<file path="src/rtl/a25_wb_pkg.sv">
// Shared types and default widths for the register-file write-port arbiter.
package a25_wb_pkg;

  localparam int WB_DATA_W = 32;
  localparam int WB_TAG_W  = 11;
  localparam int WB_RIDX_W = 5;
  localparam int WB_DEPTH  = 4;

  localparam logic SRC_EXEC = 1'b0;
  localparam logic SRC_LOAD = 1'b1;

  typedef struct packed {
    logic [WB_DATA_W-1:0] data;
    logic [WB_TAG_W-1:0]  tag;
  } wb_req_t;

  typedef enum logic [1:0] {
    Q_EMPTY,
    Q_PENDING,
    Q_FULL
  } q_state_t;

endpackage

</file>
<file path="src/rtl/a25_wb_exq.sv">
// In-order execute write queue with per-entry valid bits and a parallel register-index squash port.
// Push/pop update count one cycle later; the caller must never push when full or pop when empty.
module a25_wb_exq
  import a25_wb_pkg::*;
#(
  parameter type req_t  = wb_req_t,
  parameter int  RIDX_W = WB_RIDX_W,
  parameter int  DEPTH  = WB_DEPTH
) (
  input  logic                     clk,
  input  logic                     rst_n,
  input  logic                     push,
  input  req_t                     push_req,
  input  logic                     pop,
  output req_t                     head_req,
  output logic                     head_vld,
  input  logic                     squash,
  input  logic [RIDX_W-1:0]        squash_idx,
  output logic [$clog2(DEPTH):0]   count
);

  localparam int PTR_W = $clog2(DEPTH);
  localparam int CNT_W = PTR_W + 1;

  req_t              mem [DEPTH];
  logic [DEPTH-1:0]  vld;
  logic [PTR_W-1:0]  rd_ptr;
  logic [PTR_W-1:0]  wr_ptr;

  always_ff @(posedge clk) begin
    if (push) mem[wr_ptr] <= push_req;
  end

  // Squash is applied first so an entry pushed this cycle (younger than the load) keeps its valid bit.
  always_ff @(posedge clk) begin
    if (!rst_n) begin
      vld    <= '0;
      rd_ptr <= '0;
      wr_ptr <= '0;
      count  <= '0;
    end else begin
      for (int i = 0; i < DEPTH; i++) begin
        if (squash && mem[i].tag[RIDX_W-1:0] == squash_idx) vld[i] <= 1'b0;
      end
      if (pop) begin
        vld[rd_ptr] <= 1'b0;
        rd_ptr      <= rd_ptr + PTR_W'(1);
      end
      if (push) begin
        vld[wr_ptr] <= 1'b1;
        wr_ptr      <= wr_ptr + PTR_W'(1);
      end
      count <= count + CNT_W'(push) - CNT_W'(pop);
    end
  end

  assign head_req = mem[rd_ptr];
  assign head_vld = vld[rd_ptr];

endmodule

</file>
<file path="src/rtl/a25_wb_port_arbiter.sv">
// Register-file write-port arbiter: loads win, execute writes bypass or queue in order; 1-cycle registered output.
// Execute is valid/ready back-pressured on queue full or drain; loads are never stalled. Optional stats: A25_WB_ARB_STATS_EN.
module a25_wb_port_arbiter
  import a25_wb_pkg::*;
#(
  parameter int DATA_W = WB_DATA_W,
  parameter int TAG_W  = WB_TAG_W,
  parameter int RIDX_W = WB_RIDX_W,
  parameter int DEPTH  = WB_DEPTH
) (
  input  logic                    i_clk,
  input  logic                    i_rst_n,
  input  logic                    i_ld_valid,
  input  logic [DATA_W-1:0]       i_ld_data,
  input  logic [TAG_W-1:0]        i_ld_tag,
  input  logic                    i_ex_valid,
  input  logic [DATA_W-1:0]       i_ex_data,
  input  logic [TAG_W-1:0]        i_ex_tag,
  output logic                    o_ex_ready,
  input  logic                    i_drain_req,
  output logic                    o_drain_done,
  output logic                    o_rf_wen,
  output logic [DATA_W-1:0]       o_rf_wdata,
  output logic [TAG_W-1:0]        o_rf_wtag,
  output logic                    o_rf_src,
  output logic [$clog2(DEPTH):0]  o_q_count
`ifdef A25_WB_ARB_STATS_EN
  ,
  output logic [15:0]             o_stat_collide,
  output logic [15:0]             o_stat_stall
`endif
);

  localparam int CNT_W = $clog2(DEPTH) + 1;

  typedef struct packed {
    logic [DATA_W-1:0] data;
    logic [TAG_W-1:0]  tag;
  } req_t;

  req_t     ld_req, ex_req, head_req, sel_req;
  logic     head_vld, ex_acc, push, pop, bypass, sel_wen, sel_src;
  q_state_t q_state;

  assign ld_req = {i_ld_data, i_ld_tag};
  assign ex_req = {i_ex_data, i_ex_tag};

  always_comb begin
    q_state = Q_PENDING;
    if (o_q_count == '0)                q_state = Q_EMPTY;
    else if (o_q_count == CNT_W'(DEPTH)) q_state = Q_FULL;
  end

  // Ready looks only at the registered count: a pop in this cycle does not free a slot early.
  assign o_ex_ready = i_rst_n && !i_drain_req && (q_state != Q_FULL);
  assign ex_acc     = i_ex_valid && o_ex_ready;

  always_comb begin
    sel_wen = 1'b0;
    sel_src = SRC_EXEC;
    sel_req = ex_req;
    pop     = 1'b0;
    bypass  = 1'b0;
    if (i_ld_valid) begin
      sel_wen = 1'b1;
      sel_src = SRC_LOAD;
      sel_req = ld_req;
    end else if (q_state != Q_EMPTY) begin
      pop     = 1'b1;
      sel_wen = head_vld;
      sel_req = head_req;
    end else if (ex_acc) begin
      bypass  = 1'b1;
      sel_wen = 1'b1;
    end
  end

  assign push = ex_acc && !bypass;

  a25_wb_exq #(
    .req_t  (req_t),
    .RIDX_W (RIDX_W),
    .DEPTH  (DEPTH)
  ) u_exq (
    .clk        (i_clk),
    .rst_n      (i_rst_n),
    .push       (push),
    .push_req   (ex_req),
    .pop        (pop),
    .head_req   (head_req),
    .head_vld   (head_vld),
    .squash     (i_ld_valid),
    .squash_idx (i_ld_tag[RIDX_W-1:0]),
    .count      (o_q_count)
  );

  always_ff @(posedge i_clk) begin
    if (!i_rst_n) begin
      o_rf_wen     <= 1'b0;
      o_rf_wdata   <= '0;
      o_rf_wtag    <= '0;
      o_rf_src     <= 1'b0;
      o_drain_done <= 1'b0;
    end else begin
      o_rf_wen     <= sel_wen;
      o_rf_wdata   <= sel_req.data;
      o_rf_wtag    <= sel_req.tag;
      o_rf_src     <= sel_src;
      // Done only after the last queued execute write has actually reached the register file.
      o_drain_done <= i_drain_req && (q_state == Q_EMPTY) && !(o_rf_wen && o_rf_src == SRC_EXEC);
    end
  end

`ifdef A25_WB_ARB_STATS_EN
  always_ff @(posedge i_clk) begin
    if (!i_rst_n) begin
      o_stat_collide <= '0;
      o_stat_stall   <= '0;
    end else begin
      if (i_ld_valid && i_ex_valid && o_stat_collide != 16'hFFFF) o_stat_collide <= o_stat_collide + 16'd1;
      if (i_ex_valid && !o_ex_ready && o_stat_stall != 16'hFFFF)  o_stat_stall   <= o_stat_stall + 16'd1;
    end
  end
`endif

endmodule

</file>
<file path="config.mk">
export PLATFORM = sky130hd
export DESIGN_NAME = a25_wb_port_arbiter
export DESIGN_NICKNAME = d
export VERILOG_FILES = /design/src/rtl/a25_wb_pkg.sv /design/src/rtl/a25_wb_exq.sv /design/src/rtl/a25_wb_port_arbiter.sv
export SDC_FILE = /design/constraint.sdc
export NUM_CORES = 1
export LEC_CHECK = 0
export ABC_CLOCK_PERIOD_IN_PS = 2800
export CAP_MARGIN = 20
export CORE_ASPECT_RATIO = 2
export CORE_MARGIN = 3
export CORE_UTILIZATION = 40
export CTS_CLUSTER_DIAMETER = 60
export DETAILED_ROUTE_END_ITERATION = 6
export GPL_ROUTABILITY_DRIVEN = 0
export PLACE_DENSITY = 0.68
export SLEW_MARGIN = 5
export SYNTH_ARGS = -nofsm -noshare
export SYNTH_HDL_FRONTEND = slang
export SYNTH_SLANG_ARGS = --single-unit
</file>
<file path="constraint.sdc">
create_clock -name i_clk -period 2.8 [get_ports i_clk]
set_input_delay 0.28 -clock i_clk [delete_from_list [all_inputs] [get_ports i_clk]]
set_output_delay 0.28 -clock i_clk [all_outputs]
set_load 0.005 [all_outputs]
</file>
=== Word level (Yosys, flattened, before mapping) ===
Memories as Yosys holds them, arrays and structs flattened. A register that Yosys moved wholly into a read port is not among the register bits.
Cells that the tools add are included.

* Magnitude comparators: 4
* $add $sub $neg: 4
* Bitwise operators: 4
* Reduce and logical (&&, ||, !) cells: 19
* Equality and inequality tests: 6
* Mux-type cells: 33

{| class="wikitable"
|+ Operator list
! cell !! count
|-
| $mux 43 || 2
|-
| $mux 1 || 21
|-
| $eq 5x5->1 || 4
|-
| $logic_and 1x1->1 || 13
|-
| $mux 4 || 3
|-
| $mux 2 || 4
|-
| $lt 2x3->1 const B || 2
|-
| $add 2x1->2 const B || 2
|-
| $and 4x4->4 || 1
|-
| $demux 1 s2 || 2
|-
| $ge 2x1->1 const B || 2
|-
| $not 4->4 || 1
|-
| $or 4x4->4 || 1
|-
| $add 3x1->3 || 1
|-
| $eq 3x3->1 const B || 1
|-
| $logic_not 1->1 || 3
|-
| $logic_not 3->1 || 1
|-
| $sub 3x1->3 || 1
|-
| $bmux 1 s2 || 1
|-
| $logic_not 2->1 || 1
|-
| $ne 2x2->1 const B || 1
|-
| $reduce_bool 2->1 || 1
|-
| $not 1->1 || 1
|}

* Logic and storage cells: 80
* Input port bits: 91
* Memory bits (writable): 172
* Memories kept: 1
* Output and inout port bits: 50
* Bits in registers: 57

{| class="wikitable"
|+ Memory list
! name !! depth !! bits a word !! rd ports !! clocked after memory_dff !! write ports !! line !! source
|-
| u_exq.mem || 4 || 43 || 5 || 1 || 1 || a25_wb_exq.sv:25 || <nowiki>req_t mem [DEPTH];</nowiki>
|}

=== Logic depth before layout (Yosys ltp) ===
* Depth in word-level cells: 13
* Depth in mapped cells: 9
* Mapped depth without buffers: 9

=== Modules after synthesis ===
From an unflattened synthesis, not the netlist that was laid out.

* Cells, all modules: 575
* Area, all modules: 9051.2 sq um

{| class="wikitable"
|+ By module, submodules not included
! module !! sequential area each (sq um) !! instances !! cells an instance !! area each (sq um)
|-
| a25_wb_exq || 5425.2 || 1 || 316 || 7138.1
|-
| a25_wb_port_arbiter || 920.9 || 1 || 259 || 1913.1
|}

=== Worst setup path before layout ===
OpenSTA, ideal clock, no wires.

* Path type: register -> register
* From: register u_exq.count[2]
* To: register u_exq.count[2]
* Buffers on the path: 0
* Arrival: 2.241 ns
* Cell stages (with the launch flop): 10
* Slack: 0.445 ns
* Cells stage by stage: dfxtp_1 -> nor3_4 -> nor2_1 -> ha_1 -> inv_1 -> ha_1 -> fa_1 -> xor2_1 -> xnor2_1 -> and2_1

{| class="wikitable"
|+ RTL lines
! element !! line !! source
|-
| from (decl) || a25_wb_exq.sv:19 || <nowiki>output logic [$clog2(DEPTH):0] count</nowiki>
|-
| from (signal assigned) || a25_wb_exq.sv:53 || <nowiki>count <= count + CNT_W'(push) - CNT_W'(pop);</nowiki>
|-
| $eq 3x3->1 || a25_wb_port_arbiter.sv:51 || <nowiki>else if (o_q_count == CNT_W'(DEPTH)) q_state = Q_FULL;</nowiki>
|-
| $mux 2 || a25_wb_port_arbiter.sv:51 ||
|-
| $mux 2 (*) || a25_wb_port_arbiter.sv:50 || <nowiki>if (o_q_count == '0) q_state = Q_EMPTY;</nowiki>
|-
| $reduce_bool 2->1 (*) || a25_wb_port_arbiter.sv:68 || <nowiki>end else if (q_state != Q_EMPTY) begin</nowiki>
|-
| $mux 1 (*) || a25_wb_port_arbiter.sv:68 ||
|-
| $mux 1 (*) || a25_wb_port_arbiter.sv:64 || <nowiki>if (i_ld_valid) begin</nowiki>
|-
| net pop || a25_wb_port_arbiter.sv:42 || <nowiki>logic head_vld, ex_acc, push, pop, bypass, sel_wen, sel_src;</nowiki>
|-
| $sub 3x1->3 (*) || a25_wb_exq.sv:53 ||
|}

Mark *: on every way through the listed nets, which the timed path passes. The rest lies on a longest branch.
A chain may end at the register's enable or synchronous reset.

=== Final worst setup path ===
* From: register u_exq.count[1]
* To: output port o_ex_ready

* Cells in the longest elaborated chain, start to end: 5

{| class="wikitable"
|+ Ends and longest elaborated chain
! element !! line !! source
|-
| $eq 3x3->1 || a25_wb_port_arbiter.sv:51 ||
|-
| $mux 2 || a25_wb_port_arbiter.sv:51 ||
|-
| $mux 2 (*) || a25_wb_port_arbiter.sv:50 ||
|-
| $ne 2x2->1 (*) || a25_wb_port_arbiter.sv:55 || <nowiki>assign o_ex_ready = i_rst_n && !i_drain_req && (q_state != Q_FULL);</nowiki>
|-
| $logic_and 1x1->1 (*) || a25_wb_port_arbiter.sv:55 ||
|-
| to (decl) || a25_wb_port_arbiter.sv:19 || <nowiki>output logic o_ex_ready,</nowiki>
|}

Mark *: on every way between the ends. The rest lies on a longest branch, timed or not.

==> results.sh <==
export IMPL_initial_core_util_pct=40.6
export IMPL_diodes=0
export IMPL_path_class="register to output port"
export IMPL_wl_um=21100
export IMPL_drt_iter0_drc=294
export IMPL_syn_inst=577
export IMPL_core_area_mm2=0.0222
export IMPL_io_pin_count=141
export IMPL_drive_gt1_share_pct=14.8
export IMPL_routed_via_count=5338
export IMPL_place_area_mm2=0.0108
export IMPL_critical_path_max_fanout=6
export IMPL_row_count=77
export IMPL_grt_pass1_wl_um=32500
export IMPL_tightest_slew_ns=0.623
export IMPL_critPathMostFrequentCell="nor3b_1"
export IMPL_dr_pass1_iters=5
export IMPL_cts_tree="yes"
export IMPL_leakagePower_nw=3.85
export IMPL_cts_repair_resized=0
export IMPL_dp_hpwl_um=14100
export IMPL_peakVddDrop_mv=0.553
export IMPL_crit_arrival_ns=2.08
export IMPL_timing_rr_end="u_exq.count[2]$_SDFF_PN0_"
export IMPL_synth_fp_nets=679
export IMPL_worstSkewPairLatency_ns=0.50
export IMPL_timing_final_max_slew_violations=0
export IMPL_max_cap_violations=0
export IMPL_worst_hold_startpoint="i_ld_valid"
export IMPL_drc_errors=0
export IMPL_post_cts_setup_buffer_count=0
export IMPL_tns_ns=0
export IMPL_port_buffers=140
export IMPL_clockRootBuffer="clkbuf_16"
export IMPL_path_buf_inv=2
export IMPL_crit_family="buffers and inverters"
export IMPL_viasPerCell=5.28
export IMPL_max_slew_margin_pct=58.5
export IMPL_cts_sinks=231
export IMPL_cts_max_path_buffers=3
export IMPL_status="complete, no violations"
export IMPL_setup_viol=0
export IMPL_ys_flop_type="edfxtp_1"
export IMPL_syn_area_mm2=0.00900
export IMPL_timing_rr_start="u_exq.count[2]$_SDFF_PN0_"
export IMPL_ys_ff_latch=231
export IMPL_max_clock_freq_mhz=424
export IMPL_finalHoldViolCount=0
export IMPL_die_y_um=218
export IMPL_ff2ff_path_depth=9
export IMPL_fin_crit_ns=2.36
export IMPL_synth_distinct_cells=29
export IMPL_cts_max_level=1
export IMPL_ant_nets=0
export IMPL_endpoint_kind="output port"
export IMPL_fin_util_pct=51.9
export IMPL_r2r_slack_ns=0.54
export IMPL_timing_final_crit_share_pct=84.2
export IMPL_synth_area_per_cell_um2=15.6
export IMPL_power_density_mw_per_mm2=813
export IMPL_hold_buffers=0
export IMPL_grt_max_degree=59
export IMPL_hold_depth=3
export IMPL_design_die_area_mm2=0.0245
export IMPL_slowest_stage="clkdlybuf4s50_1"
export IMPL_numCtsBuffers=21
export IMPL_dp_slack_ns=0.503
export IMPL_cp_required_ns=2.52
export IMPL_die_x_um=112
export IMPL_first_global_vias=5914
export IMPL_synth_edf_count=172
export IMPL_layout_nets=823
export IMPL_hold_end="o_rf_wdata[1]$_SDFF_PN0_"
export IMPL_async_reset_ff_share_pct=0
export IMPL_critPathLaunchType="register"
export IMPL_clk_pin_slew_ns=0.07
export IMPL_clock_skew_final_ns=0.0129
export IMPL_synth_seq_area_share_pct=70.5
export IMPL_crit_chain="nor3b_1 > buf_4 > nor3b_1 > clkdlybuf4s50_1"
export IMPL_yosys_warnings=0
export IMPL_stdcell_area_mm2=0.0115
export IMPL_setup_slack_ns=0.443
export IMPL_grt_setup_unrepaired="no"
export IMPL_hold_path_class="input pin to register"
export IMPL_antenna_found_initial=0
export IMPL_syn2layout_area_growth_pct=27.8
export IMPL_grt_overflow=0
export IMPL_post_drt_wl_per_cell_um=20.9
export IMPL_hold_ws_ns=0.236
export IMPL_cpPeakStageDelay_ns=0.59
export IMPL_grt_total_usage_pct=17.0
==> where the power goes <==
part	switching [mW]	leakage [nW]	internal, mW
registers	0.167	2.04	3.91
logic	1.19	1.47	1.12
clock network	1.22	0.342	1.75
total	2.58	3.85	6.78
==> through the flow <==
| step | power [mW] | cells |
|---|---|---|
| detailed placement | 6.51 | 974 |
| global placement | 6.44 | 974 |
| floorplan | 5.49 | 577 |
| global route | 9.78 | 1011 |
| finish | 9.36 | 1011 |
| CTS | 9.49 | 1011 |
==> synthesized netlist by cell type (4+ instances only) <==
cell type | instances | area (um^2)
xnor2_1 | 6 | 52.6
nand3_1 | 4 | 20.0
o21ai_0 | 44 | 220
nand2_1 | 52 | 195
inv_1 | 8 | 30.0
dfxtp_1 | 59 | 1180
buf_1 | 6 | 22.5
clkbuf_1 | 28 | 105
and2_1 | 6 | 37.5
ha_1 | 10 | 125
a41o_1 | 4 | 40.0
and2_4 | 4 | 35.0
xor2_1 | 17 | 149
nor4_1 | 5 | 31.3
mux4_2 | 44 | 991
edfxtp_1 | 172 | 5160
buf_2 | 6 | 30.0
a21oi_1 | 89 | 445
==> worst reg2reg max path, stage by stage, from the launching register on <==
cell	delay [ns]
dfxtp_1	0.38
nor3_4	0.23
buf_4	0.22
a2111oi_4	0.08
buf_4	0.17
ha_1	0.21
fa_1	0.40
xor2_1	0.18
xnor2_1	0.14
and2_1	0.16
==> kinds of logic after synthesis <==
| logic type | Yosys count | share of synthesized area, % |
|---|---|---|
| DFF | 231 | 70.5 |
| AOI/OAI and AO/OA | 139 | 8.23 |
| and+or+nand+nor | 79 | 4.20 |
| buffers and inverters | 49 | 2.13 |
| muxes | 45 | 11.1 |
| xor gates and xnor gates | 23 | 2.24 |
| adders and majority gates | 11 | 1.61 |
==> flip-flops by register name, summed over array words and instances, names as in the netlist, named ones only <==
name and flops:
o_rf_wen 1, u_exq.mem 172, o_rf_src 1, u_exq.rd_ptr 2
o_rf_wdata 32, o_drain_done 1, u_exq.vld 4, u_exq.count 3
o_rf_wtag 11, u_exq.wr_ptr 2
==> how the worst max path moves through the flow <==
| stage | start | end | slack (ns) | cells after the start |
|---|---|---|---|---|
| floorplan | u_exq.count[2]$_SDFF_PN0_ | u_exq.count[2]$_SDFF_PN0_ | 0.44 | 9 |
| global placement | i_drain_req | u_exq.count[2]$_SDFF_PN0_ | 0.55 | 8 |
| detailed placement | i_drain_req | u_exq.count[2]$_SDFF_PN0_ | 0.50 | 8 |
| CTS | u_exq.count[1]$_SDFF_PN0_ | o_ex_ready | 0.42 | 4 |
| global route | u_exq.count[1]$_SDFF_PN0_ | o_ex_ready | 0.38 | 4 |
| finish | u_exq.count[1]$_SDFF_PN0_ | o_ex_ready | 0.44 | 4 |
==> layout by cell type (no fill, tap or decap), types with 4 or more instances in the layout <==
cell type and n:
a21oi_1 89, a41o_1 4, and2_1 6, and2_4 4
buf_4 18, clkbuf_16 22, clkdlybuf4s50_1 138, dfxtp_1 57
edfxtp_1 172, ha_1 10, inv_1 8, mux4_2 44
nand2_1 52, nand3_1 4, nor4_1 5, o21ai_0 44
xnor2_1 6, xor2_1 17
==> cell type report <==
cell class              count  area, um^2
inverters                   9        33.8
repair buffers            161        1590
flip-flops and latches    231        6350
clock buffers              26         576
well taps                 276         345
clock inverters            11         145
fillers                  1852       10700
multi-input cells         297        2470
==> routing by layer <==
metal / global-route usage (%) / up-vias / part of all wire [%]
met1: 18.9 / 2694 / 36
met2: 33.0 / 146 / 58
met5: 0 / - / 0
met4: 5.50 / 0 / 1.9
li1: - / 2473 / -
met3: 2.19 / 25 / 4.3
No activity file was read; power rests on OpenSTA's default activity.
